--- src/rtl/memory_bus_responder.sv ---
`default_nettype none
// ============================================================================
// Module   : memory_bus_responder
// Brief    : Target side of the as_n / wr_n / ack_n memory handshake. Latches
//            a request, inserts WAIT_CYCLES wait states, accesses an internal
//            register array, then holds ack_n low until as_n is withdrawn.
// Revision : 1.0 - initial release
// ============================================================================
module memory_bus_responder #(
    parameter int ADDR_W      = 4,
    parameter int DATA_W      = 8,
    parameter int WAIT_CYCLES = 2
) (
    input  logic              clk,
    input  logic              reset,
    input  logic              as_n,
    input  logic              wr_n,
    input  logic [ADDR_W-1:0] addr,
    input  logic [DATA_W-1:0] wdata,
    output logic [DATA_W-1:0] rdata,
    output logic              ack_n,
    output logic [1:0]        sm_state,
    output logic              busy,
    output logic              aborted
);

    typedef enum logic [1:0] {
        ST_IDLE    = 2'b00,
        ST_WAIT    = 2'b01,
        ST_ACK     = 2'b10,
        ST_RECOVER = 2'b11
    } state_t;

    localparam int         c_depth     = 1 << ADDR_W;
    localparam logic [3:0] c_wait_load = 4'(WAIT_CYCLES);

    state_t              r_state;
    state_t              w_next_state;
    logic [3:0]          r_wait_cnt;
    logic [ADDR_W-1:0]   r_addr;
    logic                r_wr_n;
    logic [DATA_W-1:0]   r_wdata;
    logic [DATA_W-1:0]   r_rdata;
    logic                r_ack_n;
    logic                r_aborted;
    logic [DATA_W-1:0]   r_mem [c_depth];

    logic                w_capture;
    logic                w_abort;
    logic                w_access;

    // State register; reset overrides every state
    always_ff @(posedge clk) begin
        if (reset) begin
            r_state <= ST_IDLE;
        end else begin
            r_state <= w_next_state;
        end
    end

    // Next-state and per-cycle control strobes; abort is checked before the counter
    always_comb begin
        w_next_state = r_state;
        w_capture    = 1'b0;
        w_abort      = 1'b0;
        w_access     = 1'b0;
        case (r_state)
            ST_IDLE: begin
                if (!as_n) begin
                    w_capture    = 1'b1;
                    w_next_state = ST_WAIT;
                end
            end
            ST_WAIT: begin
                if (as_n) begin
                    w_abort      = 1'b1;
                    w_next_state = ST_IDLE;
                end else if (r_wait_cnt == 4'd0) begin
                    w_access     = 1'b1;
                    w_next_state = ST_ACK;
                end
            end
            ST_ACK: begin
                if (as_n) begin
                    w_next_state = ST_RECOVER;
                end
            end
            ST_RECOVER: begin
                w_next_state = ST_IDLE;
            end
            default: begin
                w_next_state = ST_IDLE;
            end
        endcase
    end

    // Request capture, wait counter, registered handshake outputs and read data
    always_ff @(posedge clk) begin
        if (reset) begin
            r_wait_cnt <= 4'd0;
            r_addr     <= '0;
            r_wr_n     <= 1'b1;
            r_wdata    <= '0;
            r_rdata    <= '0;
            r_ack_n    <= 1'b1;
            r_aborted  <= 1'b0;
        end else begin
            if (w_capture) begin
                r_addr     <= addr;
                r_wr_n     <= wr_n;
                r_wdata    <= wdata;
                r_wait_cnt <= c_wait_load;
            end else if (r_state == ST_WAIT && !as_n && r_wait_cnt != 4'd0) begin
                r_wait_cnt <= r_wait_cnt - 4'd1;
            end
            if (w_access && r_wr_n) begin
                r_rdata <= r_mem[r_addr];
            end
            // ack_n is low exactly while the FSM sits in ACK
            r_ack_n   <= (w_next_state != ST_ACK);
            r_aborted <= w_abort;
        end
    end

    // Storage array; deliberately not cleared, and a reset edge suppresses the write
    always_ff @(posedge clk) begin
        if (!reset && w_access && !r_wr_n) begin
            r_mem[r_addr] <= r_wdata;
        end
    end

    assign rdata    = r_rdata;
    assign ack_n    = r_ack_n;
    assign sm_state = r_state;
    assign busy     = (r_state == ST_WAIT) || (r_state == ST_ACK);
    assign aborted  = r_aborted;

endmodule
`default_nettype wire

--- config.mk ---
export PLATFORM = sky130hd
export DESIGN_NAME = memory_bus_responder
export DESIGN_NICKNAME = d
export VERILOG_FILES = /design/src/rtl/memory_bus_responder.sv
export SDC_FILE = /design/constraint.sdc
export NUM_CORES = 1
export LEC_CHECK = 0
export ABC_AREA = 1
export BUFFER_PORTS_ARGS = -buffer_cell sky130_fd_sc_hd__buf_2
export CORE_MARGIN = 4
export CORE_UTILIZATION = 50
export DETAILED_ROUTE_END_ITERATION = 7
export HOLD_SLACK_MARGIN = 0.08
export PLACE_DENSITY = 0.66
export SYNTH_ARGS = -nofsm -noshare
export SYNTH_HDL_FRONTEND = slang
export SYNTH_SLANG_ARGS = --single-unit
export TNS_END_PERCENT = 10
--- constraint.sdc ---
create_clock -name clk -period 2.64 [get_ports clk]
set_input_delay 0.264 -clock clk [delete_from_list [all_inputs] [get_ports clk]]
set_output_delay 0.264 -clock clk [all_outputs]
set_load 0.05 [all_outputs]
# Word-level counts from Yosys, hierarchy flattened
# Memories as Yosys holds them, arrays and structs flattened. A register that Yosys moved wholly into a read port is not among the register bits.
# Cells that the tools add are included.
[classes]
reduce_logical = 15
add_sub_neg = 1
eq_ne = 4
n_bitwise = 1
mux = 15
[op_table]
columns = ["operator", "n"]
rows = [
  ["$mux W2", 6],
  ["$mux W1", 8],
  ["$pmux W2 S4", 1],
  ["$logic_and A1 B1 Y1", 5],
  ["$eq A2 B2 Y1 const B", 2],
  ["$logic_not A4 Y1", 1],
  ["$reduce_bool A4 Y1", 1],
  ["$reduce_or A2 Y1", 2],
  ["$sub A4 B1 Y4 const B", 1],
  ["$logic_not A1 Y1", 3],
  ["$eq A2 B1 Y1 const B", 1],
  ["$logic_not A2 Y1", 1],
  ["$ne A2 B2 Y1 const B", 1],
  ["$reduce_bool A2 Y1", 1],
  ["$logic_or A1 B1 Y1", 1],
  ["$not A1 Y1", 1],
]
[word_totals]
output_inout_bits = 13
mem_bits_rw = 128
n_memories = 1
reg_bits = 21
word_cells = 45
input_bits = 16
[memory_table]
columns = ["name", "words", "width", "read_ports", "rd_clocked_by_memory_dff", "wr", "line", "text"]
rows = [
  ["r_mem", 16, 8, 1, 1, 1, "46", "logic [DATA_W-1:0] r_mem [c_depth];"],
]

# Logic depth before layout (Yosys ltp)
[depth]
depth_word = 8
depth_mapped = 11
depth_no_buf = 10

# Worst setup path after synthesis
# OpenSTA, ideal clock, no wires.
[synth_timing]
kind = "reg2reg"
from = "register r_state[0], in the netlist sm_state[0]"
to = "memory r_mem[0][0], enable pin"
arrival_time_ns = 1.906
path_buffers = 0
required_time_ns = 2.270
setup_time_ns = 0.370
path_stages_with_launch = 8
slack_ns = 0.364
period_less_slack_ns = 2.276
path_cell_list = "dfxtp_1 > ha_1 > inv_1 > nor2_2 > nand4_2 > nor3_2 > nand2_1 > nor2_1"
[synth_between]
elab_chain_cells = 6
[synth_rtl]
columns = ["element", "line", "text"]
rows = [
  ["start: declaration", "37", "state_t r_state;"],
  ["start signal: assignment", "57", "r_state <= w_next_state;"],
  ["$eq A2 B1 Y1", "67", "case (r_state)"],
  ["$mux W1", "67", ""],
  ["$logic_and A1 B1 Y1 (2 in series)", "127", "if (!reset && w_access && !r_wr_n) begin"],
  ["$mux W1", "127", ""],
  ["$mux W1 (not written as such)", "128", "r_mem[r_addr] <= r_wdata;"],
  ["end: declaration", "46", ""],
]
# Every way passes these cells.

# Worst setup path in the final report
[layout_timing]
from = "register r_state[1], in the netlist sm_state[1]"
to = "memory r_mem[9][5], enable pin"
# The elaborated chain is that of the path after synthesis.

==> results_dict.tcl <==
set metrics [dict create \
    synth.largest_area_cell "edfxtp_1" \
    crit_path_max_incr_delay_ps 410 \
    status "finished, final reports clean" \
    synth_area_mm2 0.00644 \
    port_buffers 28 \
    r2r_cells 9 \
    min_period_over_period 0.837 \
    synth_nets 654 \
    rsz0062_at_grt "no" \
    final_core_util 0.590 \
    area_delta_synth_final_pct 15.5 \
    drive_above_1_share 0.122 \
    hpwlAfterDp_mm 9.67 \
    ys_top_cells_by_count "nand2_1, edfxtp_1, nor2_1, nand3_1, dfxtp_1" \
    synth-async-reset-ratio 0 \
    path_cells "inv_1 -> ha_1 -> inv_1 -> nor2_2 -> nand4_2 -> nor3_2 -> nand2_1 -> nor2_1 -> buf_4" \
    cts-buffers-inserted 17 \
    cp.required_ps 2770 \
    synth_area_per_cell_um2 10.2 \
    post-route-min-period_ps 2210 \
    grt_pass1_wl_mm 23.6 \
    cp_data_arrival_time_ps 2340 \
    cts_resized 0 \
    cts_tree "yes" \
    syn-instance-count 634 \
    via_per_inst 5.24 \
    gp_congestion 0.905 \
    firstDrtPassIters 5 \
    endpoint "r_mem[9][5]$_DFFE_PP_" \
    power_density_mw_per_mm2 730 \
    drc 0 \
    cts_hold_buf 8 \
    cp_max_fo 8 \
    htreeDepth 4 \
    diodes 0 \
    antenna_found_initial 0 \
    drt-initial-drc-count 586 \
    postCtsSetupRepairBufs 0 \
    p_leak_nw 3.03 \
    grt-ovfl-total 0 \
    path_buf_inv 3 \
    grt_pass1_vias 4405 \
    worstSetupStartpointType "register" \
    finClkSkew_ps 9.79 \
    hold_depth 3 \
    end_kind "register" \
    relSlewSlack 0.373 \
    worstMarginPinSlew_ps 940 \
    ff_latch_area_mm2 0.00443 \
    cts_sinks 157 \
    std_cell_rows 41 \
    cp-startpoint "sm_state[1]$_SDFF_PP0_" \
    ioPinCount 29 \
    globalRouteTotalUtil 0.216 \
    drtAntennaViolNets 0 \
    critical_path_class "register to register" \
    clk_pin_slew_worst_paths_ps 60 \
    synth.ff_latch_count 157 \
    reg2reg_to "r_mem[9][5]$_DFFE_PP_" \
    design.die.area_mm2 0.0148 \
    hold_path_class "input pin to register" \
    synth_top_area_share 0.596 \
    multiInputGateArea_mm2 0.00180 \
    clock_path_buffers 2 \
    vdd_drop_max_v 0.000486 \
    fp.dieH_um 122 \
    wl_per_cell_um 17.2 \
    nets 705 \
    max_cap_violations 0 \
    crit_family "simple AND/OR/NAND/NOR gates" \
    coreArea_mm2 0.0126 \
    initial_utilization 0.511 \
    synth-edff-count 128 \
    critical_path.slowest_cell "nor3_2" \
    maxSlewViolCount 0 \
    path_depth 9 \
    root_buffer "clkbuf_16" \
    cp_common_cell "inv_1" \
    vias 4563 \
    r2r-start "sm_state[1]$_SDFF_PP0_" \
    fillers 1079 \
    ys_types 24 \
    routed_wl_mm 14.9 \
    hold_viol 0 \
    yosysMostFrequentCell "nand2_1" \
    synth.top_cells.by_area "edfxtp_1, nand2_1, dfxtp_1" \
    setup_violations 0 \
    r2r_slack_ps 430 \
    dieWidth_um 122 \
    tns_ps 0 \
    fmax_mhz 453 \
    yosysWarnings 0 \
    ys_seq_area_frac 0.686 \
    grt_max_degree 36 \
    clk_latency_ps 420 \
    synth-main-ff-cell "edfxtp_1" \
]
## kinds of logic (layout without fill, tap and decap cells)
logic type               count (synthesis)  in the layout  share of synthesized area
AO/OA/AOI/OAI                           35             35                     0.0285
flip-flops                             157            157                      0.686
AND/OR/NAND/NOR                        390            390                      0.243
buffers and inverters                   48            112                     0.0344
adder cells (fa/ha/maj)                  4              4                    0.00777
## tightest hold or removal path: cells and delay by family
kind	cells	cell delay (ps)
buffers and inverters	1	80
and+or+nand+nor	2	140
## worst min-delay path by stage
stage	startpoint	endpoint	slack, ps
3_3_place_gp	r_wait_cnt[1]$_SDFFE_PP0P_	r_wait_cnt[1]$_SDFFE_PP0P_	470
3_5_place_dp	r_wait_cnt[1]$_SDFFE_PP0P_	r_wait_cnt[1]$_SDFFE_PP0P_	480
4_1_cts	wdata[5]	r_wdata[5]$_SDFFE_PP0P_	80
6_report	wdata[5]	r_wdata[5]$_SDFFE_PP0P_	100
2_1_floorplan	reset	r_wait_cnt[1]$_SDFFE_PP0P_	340
5_1_grt	wdata[5]	r_wdata[5]$_SDFFE_PP0P_	110
## state kept, by name, summed over array words and instances, names as in the netlist
register / cells
aborted: 1
ack_n: 1
r_addr: 4
r_mem: 128
r_wait_cnt: 4
r_wdata: 8
r_wr_n: 1
rdata: 8
sm_state: 2
## per-stage QoR
step                      power, W  std cells  hold slack, ps  setup WS [ps]  instance area (um2)
after floorplan            0.00315        634             336            364                 6440
after global placement     0.00331        830             474            505                 6840
after detailed placement   0.00332        830             475            475                 6840
after CTS                  0.00546        870            83.3            451                 7440
after global routing       0.00565        870             108            245                 7440
final                      0.00543        870            98.1            431                 7440
## area by class of cell
cell class | instances | share of cell area
flip-flops and latches | 157 | 0.595
multi-input cells | 429 | 0.242
clock buffers | 25 | 0.0654
repair buffers | 60 | 0.0538
well taps | 172 | 0.0289
inverters | 20 | 0.0101
clock inverters | 7 | 0.00538
## cell usage in the layout (no fill, tap or decap), types with 4 or more instances in the layout
| master | instances |
|---|---|
| clkbuf_16 | 18 |
| edfxtp_1 | 128 |
| inv_1 | 17 |
| a21oi_1 | 8 |
| dfxtp_1 | 28 |
| buf_2 | 28 |
| nand4_1 | 8 |
| o21ai_0 | 23 |
| clkinv_2 | 5 |
| clkbuf_1 | 6 |
| buf_4 | 24 |
| dlygate4sd3_1 | 8 |
| nor2_1 | 59 |
| nand3_1 | 43 |
| nand2_1 | 274 |
| ha_1 | 4 |
## report_power, final
part	switching [W]	total, W	internal, W
Clock	0.000881	0.00215	0.00127
Combinational	0.000326	0.000454	0.000128
Sequential	0.0000937	0.00283	0.00273
## per-layer routing
layer	GRT usage	routed length, um	up-vias
li1	-	-	2209
met2	0.332	7080	201
met4	0.0882	288	0
met1	0.301	6510	2125
met3	0.0460	1050	28
met5	0	0	-
(Power assumes the default switching activity.)
